<file path="src/rtl/ama_riscv_reg_file_sb.sv">
//------------------------------------------------------------------------------
// Module   : ama_riscv_reg_file_sb
// Purpose  : Integer register file with two combinational read ports, one
//            synchronous write port, hard-wired zero at index 0, a per-register
//            pending scoreboard and a sequential post-reset clear engine.
// Options  : REG_FILE_BYPASS_EN - when defined, a write in progress is
//            forwarded to a read port addressing the same register.
// Revision : 1.0 - initial release
//------------------------------------------------------------------------------
`default_nettype none

module ama_riscv_reg_file_sb #(
  parameter int XLEN = 32,
  parameter int AW   = 5
) (
  input  logic            clk,
  input  logic            rst,
  input  logic            we,
  input  logic [AW-1:0]   addr_d,
  input  logic [XLEN-1:0] data_d,
  input  logic [AW-1:0]   addr_a,
  input  logic [AW-1:0]   addr_b,
  output logic [XLEN-1:0] data_a,
  output logic [XLEN-1:0] data_b,
  input  logic            iss_en,
  input  logic [AW-1:0]   iss_addr,
  output logic            busy_a,
  output logic            busy_b,
  output logic            init_done
);

  localparam int         c_nregs = 1 << AW;
  localparam logic [0:0] c_init  = 1'b0;
  localparam logic [0:0] c_run   = 1'b1;

  logic [0:0]      r_state;
  logic [AW-1:0]   r_cnt;
  logic [XLEN-1:0] r_regs [c_nregs];
  logic [c_nregs-1:0] r_pending;

  logic w_run;
  logic w_wr;
  logic w_iss;

  assign w_run     = (r_state == c_run);
  assign w_wr      = w_run && we && (addr_d != '0);
  assign w_iss     = w_run && iss_en && (iss_addr != '0);
  assign init_done = w_run;

  // Control: reset restarts the clear sweep at index 1; the sweep ends on the
  // last index without wrapping the counter.
  always_ff @(posedge clk) begin
    if (rst) begin
      r_state <= c_init;
      r_cnt   <= AW'(1);
    end else if (r_state == c_init) begin
      if (r_cnt == AW'(c_nregs - 1)) begin
        r_state <= c_run;
      end else begin
        r_cnt <= r_cnt + AW'(1);
      end
    end
  end

  // Data storage: cleared one entry per cycle during INIT, written in RUN.
  // Index 0 is never stored to; reads of it are forced to zero below.
  always_ff @(posedge clk) begin
    if (!rst) begin
      if (r_state == c_init) begin
        r_regs[r_cnt] <= '0;
      end else if (w_wr) begin
        r_regs[addr_d] <= data_d;
      end
    end
  end

  // Scoreboard: writeback clears pending, issue sets it; issue is assigned
  // last so a same-cycle issue to the written index leaves it pending.
  always_ff @(posedge clk) begin
    if (!rst) begin
      if (r_state == c_init) begin
        r_pending[r_cnt] <= 1'b0;
      end else begin
        if (w_wr) begin
          r_pending[addr_d] <= 1'b0;
        end
        if (w_iss) begin
          r_pending[iss_addr] <= 1'b1;
        end
      end
    end
  end

  // Read port A: zero during INIT and for index 0, optional write-through.
  always_comb begin
    data_a = '0;
    busy_a = 1'b0;
    if (w_run && (addr_a != '0)) begin
      data_a = r_regs[addr_a];
      busy_a = r_pending[addr_a];
`ifdef REG_FILE_BYPASS_EN
      if (w_wr && (addr_d == addr_a)) begin
        data_a = data_d;
        busy_a = 1'b0;
      end
`endif
    end
  end

  // Read port B: identical to port A, fully independent.
  always_comb begin
    data_b = '0;
    busy_b = 1'b0;
    if (w_run && (addr_b != '0)) begin
      data_b = r_regs[addr_b];
      busy_b = r_pending[addr_b];
`ifdef REG_FILE_BYPASS_EN
      if (w_wr && (addr_d == addr_b)) begin
        data_b = data_d;
        busy_b = 1'b0;
      end
`endif
    end
  end

endmodule

`default_nettype wire

</file>
<file path="config.mk">
export PLATFORM = sky130hd
export DESIGN_NAME = ama_riscv_reg_file_sb
export DESIGN_NICKNAME = d
export VERILOG_FILES = /design/src/rtl/ama_riscv_reg_file_sb.sv
export SDC_FILE = /design/constraint.sdc
export NUM_CORES = 1
export LEC_CHECK = 0
export ABC_AREA = 0
export BUFFER_PORTS_ARGS = -buffer_cell sky130_fd_sc_hd__buf_2
export CAP_MARGIN = 20
export CORE_MARGIN = 2
export CORE_UTILIZATION = 62
export CTS_CLUSTER_SIZE = 25
export DETAILED_ROUTE_END_ITERATION = 8
export MAX_ROUTING_LAYER = met4
export PLACE_DENSITY_LB_ADDON = 0.1
export SLEW_MARGIN = 20
export SYNTH_ARGS = -nofsm -noshare
export SYNTH_HDL_FRONTEND = slang
export SYNTH_SLANG_ARGS = --single-unit
</file>
<file path="constraint.sdc">
create_clock -name clk -period 7.3 [get_ports clk]
set_input_delay 1.825 -clock clk [delete_from_list [all_inputs] [get_ports clk]]
set_output_delay 1.825 -clock clk [all_outputs]
set_load 0.03 [all_outputs]
</file>
==> impl_metrics.csv, run 1 <==
group,metric,value,unit
run_status,outcome,"completed",
synth,synth_edf_count,1056,
synth,synth_compound_area_frac,0.0700,
min_path,hold_path_end,"r_cnt[1]$_SDFFE_PP0P_",
critical_path,cp_common_cell,"buf_4",
synth,synth_xor_area_frac,0.000519,
timing,fin_crit_sh,0.867,
timing,fin_skew,16.9,ps
final_layout,multi_input_area,17800,µm²
synth,synth_top_family_by_area,"multiplexers",
routing,firstDrtPassIters,6,
timing,drv_slew,0,
critical_path,worst-r2r-setup-slack,3070,ps
clocking,clk_pin_slew,60,ps
min_path,min-delay-start,"r_cnt[1]$_SDFFE_PP0P_",
synth,synth_top_area_frac,0.627,
global_routing,grtUsageMet1,0.536,
timing,period_needed,6330,ps
critical_path,worst-endpoint-arrival,4510,ps
routing,via_per_inst,7.69,
synth,synth.area.mux_share,0.224,
synth,synthSimpleGateAreaFrac,0.0485,
final_layout,layout_commonest_cell,"edfxtp_1",
routing,route.detailed.drc,0,
global_routing,busiest_layer,"met2",
global_routing,first_global_vias,32800,
synth,ys_ff_latch,1062,
synth,synth_fa_ha_area_frac,0.00124,
global_routing,gr-usage-met2,0.600,
timing,setup_viol,0,
critical_path,path_cells,"buf_8, buf_4, nor4bb_4, buf_4, a22o_1, a31oi_1, nand4_1, buf_2",
global_routing,grt_max_degree,86,
routing,num_vias,33600,
critical_path,crit_fanout,42,
global_routing,grt_usage,0.407,
critical_path,r2r_end,"r_regs[2][21]$_DFFE_PP_",
clocking,postCtsResizedCells,0,
clocking,ctsHoldBuffers,0,
critical_path,worstSetupEndpointType,"output port",
final_layout,final_cell_mix,"edfxtp_1 (1056), mux2i_1 (541), a22oi_1 (275)",
synth,yosysWarnings,0,
floorplan,die_w,290,µm
floorplan,core_area,80700,µm²
synth,yosysUniqueCellTypes,61,
run,drv_cap,0,
pwr,power.density,231,nW/µm²
clocking,cts_tree,"yes",
final_layout,area_growth,11.7,%
routing,wirelength,165000,µm
global_routing,antenna_found_initial,2,
critical_path,r2r_start,"init_done$_SDFF_PP0_",
placement,portBuffers,122,
min_path,hp-class,"flip-flop to flip-flop",
clocking,clockBufferDepth,3,
clocking,worstSkewPairLatency,690,ps
final_layout,seqCellArea,31800,µm²
global_routing,overflow,0,
synth,synth_area,50600,µm²
routing,ant_nets,0,
synth,synthCells,3074,
timing,tightestPinTransition,1190,ps
timing,rsz0062_at_grt,"no",
global_routing,met3_usage,0.103,
floorplan,start_util,0.627,
synth,yosysSeqAreaShare,0.629,
critical_path,worstPathRequired,5480,ps
placement,gp_congestion,0.933,
critical_path,start_kind,"input pin",
final_layout,layout.cells.non_filler,4365,
synth,ys_top_cells_by_area,"edfxtp_1 (63%), mux4_2 (11%), mux2i_1 (11%)",
clocking,cts_buffers,108,
routing,routedWlPerCell,37.7,µm
critical_path,crit_buf_inv,4,
clocking,cts_sinks,1062,
synth,synth_ff_type,"edfxtp_1",
final_layout,nets,3277,
final_layout,layout-drive-gt1-share,0.235,
critical_path,critical-path-top-delay-family,"buffers and inverters",
min_path,min_path_cells,2,
timing,finalHoldViolCount,0,
critical_path,crit_slowest_cell,"buf_4",
synth,yosysTopAreaCell,"edfxtp_1",
clocking,cts_root_buffer,"clkbuf_16",
synth,synth_nets,3135,
clocking,cts_setup_buffers,0,
placement,dp.cells,4165,
floorplan,rows,104,
timing,timing.fmax,158,MHz
timing,relSlewSlack,0.207,
critical_path,worst_r2r_path_depth,6,
timing,timing.setup.tns,0,ps
pwr,leakagePower,0.0180,µW
clocking,htree_levels,3,
critical_path,max_stage_delay,650,ps
floorplan,die_h,290,µm
floorplan,ios,123,
synth,syn_avg_cell_area,16.5,µm²
routing,drtIter0Drc,4932,
synth,synth-async-reset-ratio,0,
critical_path,crit_type,"input pin to output port",
pwr,ir_drop,0.000241,V
placement,dp_hpwl,98800,µm
final_layout,n_fill_cell,5180,
floorplan,die_area,83900,µm²
global_routing,grt_first_pass_wirelength,232000,µm
## state kept, by name, indices dropped and copies added (netlist names)
register / count
r_pending: 32
r_cnt: 5
init_done: 1
r_regs: 1024
## final cells by class
cell class | count | share of cell area
flip-flops and latches | 1062 | 0.563
multi-input cells | 1755 | 0.315
clock buffers | 131 | 0.0510
repair buffers | 280 | 0.0360
well taps | 1060 | 0.0235
clock inverters | 67 | 0.0110
inverters | 9 | 0.000598
diodes | 1 | 0.0000443
## tightest hold or removal path: stages (launching register included)
cell	delay (ps)
dfxtp_1	350
o21ai_0	100
a21oi_1	70
## report_power, final
part / leakage, µW / switching (µW) / internal, µW
sequential: 0.00838 / 47.8 / 6690
clock: 0.00170 / 2340 / 3150
combinational: 0.00789 / 515 / 308
total: 0.0180 / 2900 / 10200
## metrics by stage
step / hold WS (ps) / power, µW / setup slack, ps / area (µm²) / utilization
floorplan: 506 / 7380 / 1490 / 50600 / -
global placement: 540 / 7650 / 1040 / 53000 / 0.656
detailed placement: 571 / 7660 / 1030 / 53000 / 0.657
CTS: 579 / 13000 / 1030 / 56500 / 0.700
global route: 619 / 13300 / 963 / 56500 / 0.701
finish: 576 / 13100 / 969 / 56500 / 0.701
## how the worst max path moves through the flow
stage / cells after the start / start / endpoint / slack [ps]
2_1_floorplan: 4 / rst / r_regs[1][0]$_DFFE_PP_ / 1490
3_3_place_gp: 8 / addr_a[2] / data_a[26] / 1040
3_5_place_dp: 8 / addr_a[2] / data_a[26] / 1030
4_1_cts: 8 / addr_a[2] / data_a[26] / 1030
5_1_grt: 8 / addr_a[2] / data_a[26] / 960
6_report: 8 / addr_a[2] / data_a[26] / 970
## synth_stat cells (all sizes together) (40+ instances only)
| master | n |
|---|---|
| clkbuf | 76 |
| and2 | 40 |
| a31oi | 59 |
| edfxtp | 1056 |
| mux2i | 546 |
| a22oi | 275 |
| mux4 | 258 |
| nand4 | 72 |
| nand2 | 93 |
| nand3 | 141 |
| a22o | 59 |
| buf | 172 |
## routing by layer
layer,part of all wire,up-vias,wire [µm]
met5,0,-,0
met4,0.053,0,8800
met3,0.13,520,21500
met2,0.46,2676,75100
met1,0.36,17300,59300
li1,-,13100,-
## kinds of logic after synthesis
logic type               Yosys count
AO/OA/AOI/OAI                    479
multiplexers                     806
buffers and inverters            257
AND/OR/NAND/NOR                  462
flip-flops                      1062
XOR/XNOR                           3
adder cells (fa/ha/maj)            5
No activity file was read; power rests on OpenSTA's default activity.
==> run 2, diff against run 1 <==
==> constraint.sdc (replaced) <==
create_clock -name clk -period 6.3 [get_ports clk]
set_input_delay 1.575 -clock clk [delete_from_list [all_inputs] [get_ports clk]]
set_output_delay 1.575 -clock clk [all_outputs]
set_load 0.03 [all_outputs]
==> run 2 against run 1 <==
Against the previous run: global-route usage rose by 0.25 points; non-clock buffer count rose by 23; clock power rose by 13%; sequential power rose by 16%; sequential share of layout area fell by 0.13 points; wire length rose by 0.53%; first-iteration DRC count rose by 7.3%; clock skew rose by 9.2 ps; total power rose by 15%; register-to-register slack got worse by 940 ps; via count rose by 0.99%; combinational power rose by 19%.
==> impl_metrics.csv, run 2 (synthesis gave the netlist of run 1 again) <==
group,metric,value,unit
clocking,cts_root_buffer,"clkbuf_16",
clocking,cts_tree,"yes",
global_routing,antenna_found_initial,2,
timing,fin_crit_sh,0.900,
run,drv_cap,0,
clocking,ctsHoldBuffers,0,
timing,period_needed,5670,ps
critical_path,worstSetupEndpointType,"output port",
critical_path,cp_common_cell,"buf_4",
routing,num_vias,33900,
critical_path,path_cells,"clkbuf_8, buf_4, buf_4, mux4_2, a22o_1, a31oi_1, nand4_1, buf_2",
final_layout,nets,3300,
floorplan,die_h,290,µm
floorplan,die_area,83900,µm²
routing,firstDrtPassIters,6,
pwr,leakagePower,0.0180,µW
min_path,min_path_cells,2,
clocking,htree_levels,3,
timing,finalHoldViolCount,0,
clocking,cts_sinks,1062,
routing,drtIter0Drc,5293,
final_layout,n_fill_cell,5147,
placement,dp_hpwl,102000,µm
final_layout,seqCellArea,31800,µm²
critical_path,crit_slowest_cell,"mux4_2",
clocking,postCtsResizedCells,0,
pwr,pwr-share-comb,0.065,
final_layout,layout_commonest_cell,"edfxtp_1",
critical_path,worstPathRequired,4720,ps
pwr,pwr-share-clk,0.413,
pwr,power.density,264,nW/µm²
floorplan,ios,123,
clocking,clk_pin_slew,50,ps
clocking,cts_setup_buffers,0,
final_layout,area_growth,12.0,%
critical_path,crit_fanout,36,
routing,wirelength,166000,µm
timing,timing.hold.ws,601,ps
pwr,ir_drop,0.000323,V
final_layout,multi_input_area,17800,µm²
placement,gp_congestion,0.964,
critical_path,worst-r2r-setup-slack,2130,ps
clocking,cts_buffers,108,
critical_path,max_stage_delay,510,ps
pwr,swShare,0.225,
critical_path,worst-endpoint-arrival,4100,ps
timing,drv_slew,0,
routing,ant_nets,0,
min_path,hp-class,"flip-flop to flip-flop",
placement,portBuffers,122,
final_layout,reg.largest.list,"r_regs x1024, r_pending x32, r_cnt x5",
global_routing,grt_first_pass_wirelength,234000,µm
timing,setup_viol,0,
final_layout,largest_register_ffs,1024,
timing,timing.setup.tns,0,ps
critical_path,crit_type,"input pin to output port",
run_status,outcome,"completed",
clocking,clockBufferDepth,3,
routing,routedWlPerCell,37.7,µm
final_layout,layout-drive-gt1-share,0.237,
final_layout,final_cell_mix,"edfxtp_1 (1056), mux2i_1 (541), a22oi_1 (275)",
timing,timing.fmax,176,MHz
timing,relSlewSlack,0.256,
global_routing,grt_usage,0.409,
timing,tightestPinTransition,1090,ps
global_routing,first_global_vias,33200,
critical_path,start_kind,"input pin",
clocking,worstSkewPairLatency,690,ps
timing,rsz0062_at_grt,"no",
global_routing,overflow,0,
floorplan,rows,104,
pwr,cell_internal_pwr,11600,µW
global_routing,grt_max_degree,70,
timing,fin_skew,26.1,ps
floorplan,start_util,0.627,
floorplan,core_area,80700,µm²
floorplan,die_w,290,µm
critical_path,worst_r2r_path_depth,7,
pwr,power.switching,3360,µW
routing,via_per_inst,7.73,
routing,route.detailed.drc,0,
pwr,seq_power_share,0.521,
final_layout,largest_register,"r_regs",
-- run 2: cell types whose count changed in the layout (fill, tap and decap cells not counted), sizes merged --
cell,delta
buf,+23
bufinv,-3
clkbuf,-1
clkinv,+7
clkinvlp,-4
diode,+1
inv,+1
-- run 2: power by group through the flow --
stage / combinational, µW / sequential (µW) / clock (µW)
after floorplan: 616 / 7930 / 0
after global placement: 936 / 7950 / 0
after detailed placement: 950 / 7960 / 0
after CTS: 952 / 7810 / 6200
after global routing: 999 / 7810 / 6490
final: 980 / 7810 / 6190
-- run 2: critical path, delay by kind of cell --
kind / cells / cell delay (ps)
buf+inv: 4 / 1270
mux: 1 / 510
compound gates: 2 / 430
simple gates: 1 / 270
-- run 2: per-layer routing --
layer,global-route usage,part of all wire,vias to the layer above
met5,-,0,-
met4,0.196,0.058,0
met3,0.108,0.14,623
met2,0.601,0.45,2907
met1,0.538,0.35,17200
li1,-,-,13200
-- run 2: path summary, 6_finish.rpt --
check | end | start
hold / removal | r_cnt[1]$_SDFFE_PP0P_ | r_cnt[1]$_SDFFE_PP0P_
hold reg to reg | r_cnt[1]$_SDFFE_PP0P_ | r_cnt[1]$_SDFFE_PP0P_
setup reg to reg | r_regs[28][20]$_DFFE_PP_ | init_done$_SDFF_PP0_
setup / recovery | data_a[10] | addr_a[0]
-- run 2: layout make-up --
class                           count  area share
Sequential cell                  1062       0.562
Multi-Input combinational cell   1755       0.314
Clock buffer                      130      0.0503
Timing Repair Buffer              303      0.0408
Tap cell                         1060      0.0234
Clock inverter                     68     0.00936
Inverter                            9    0.000596
Antenna cell                        2   0.0000883
-- run 2: metrics by stage --
stage	cell area (µm²)	std cells	power (µW)	utilization	setup WS, ps
after floorplan	50600	3074	8550	-	738
after global placement	53300	4189	8880	0.660	770
after detailed placement	53300	4189	8900	0.660	684
after CTS	56600	4387	15000	0.702	679
after global routing	56700	4388	15300	0.702	597
final	56700	4389	15000	0.702	630
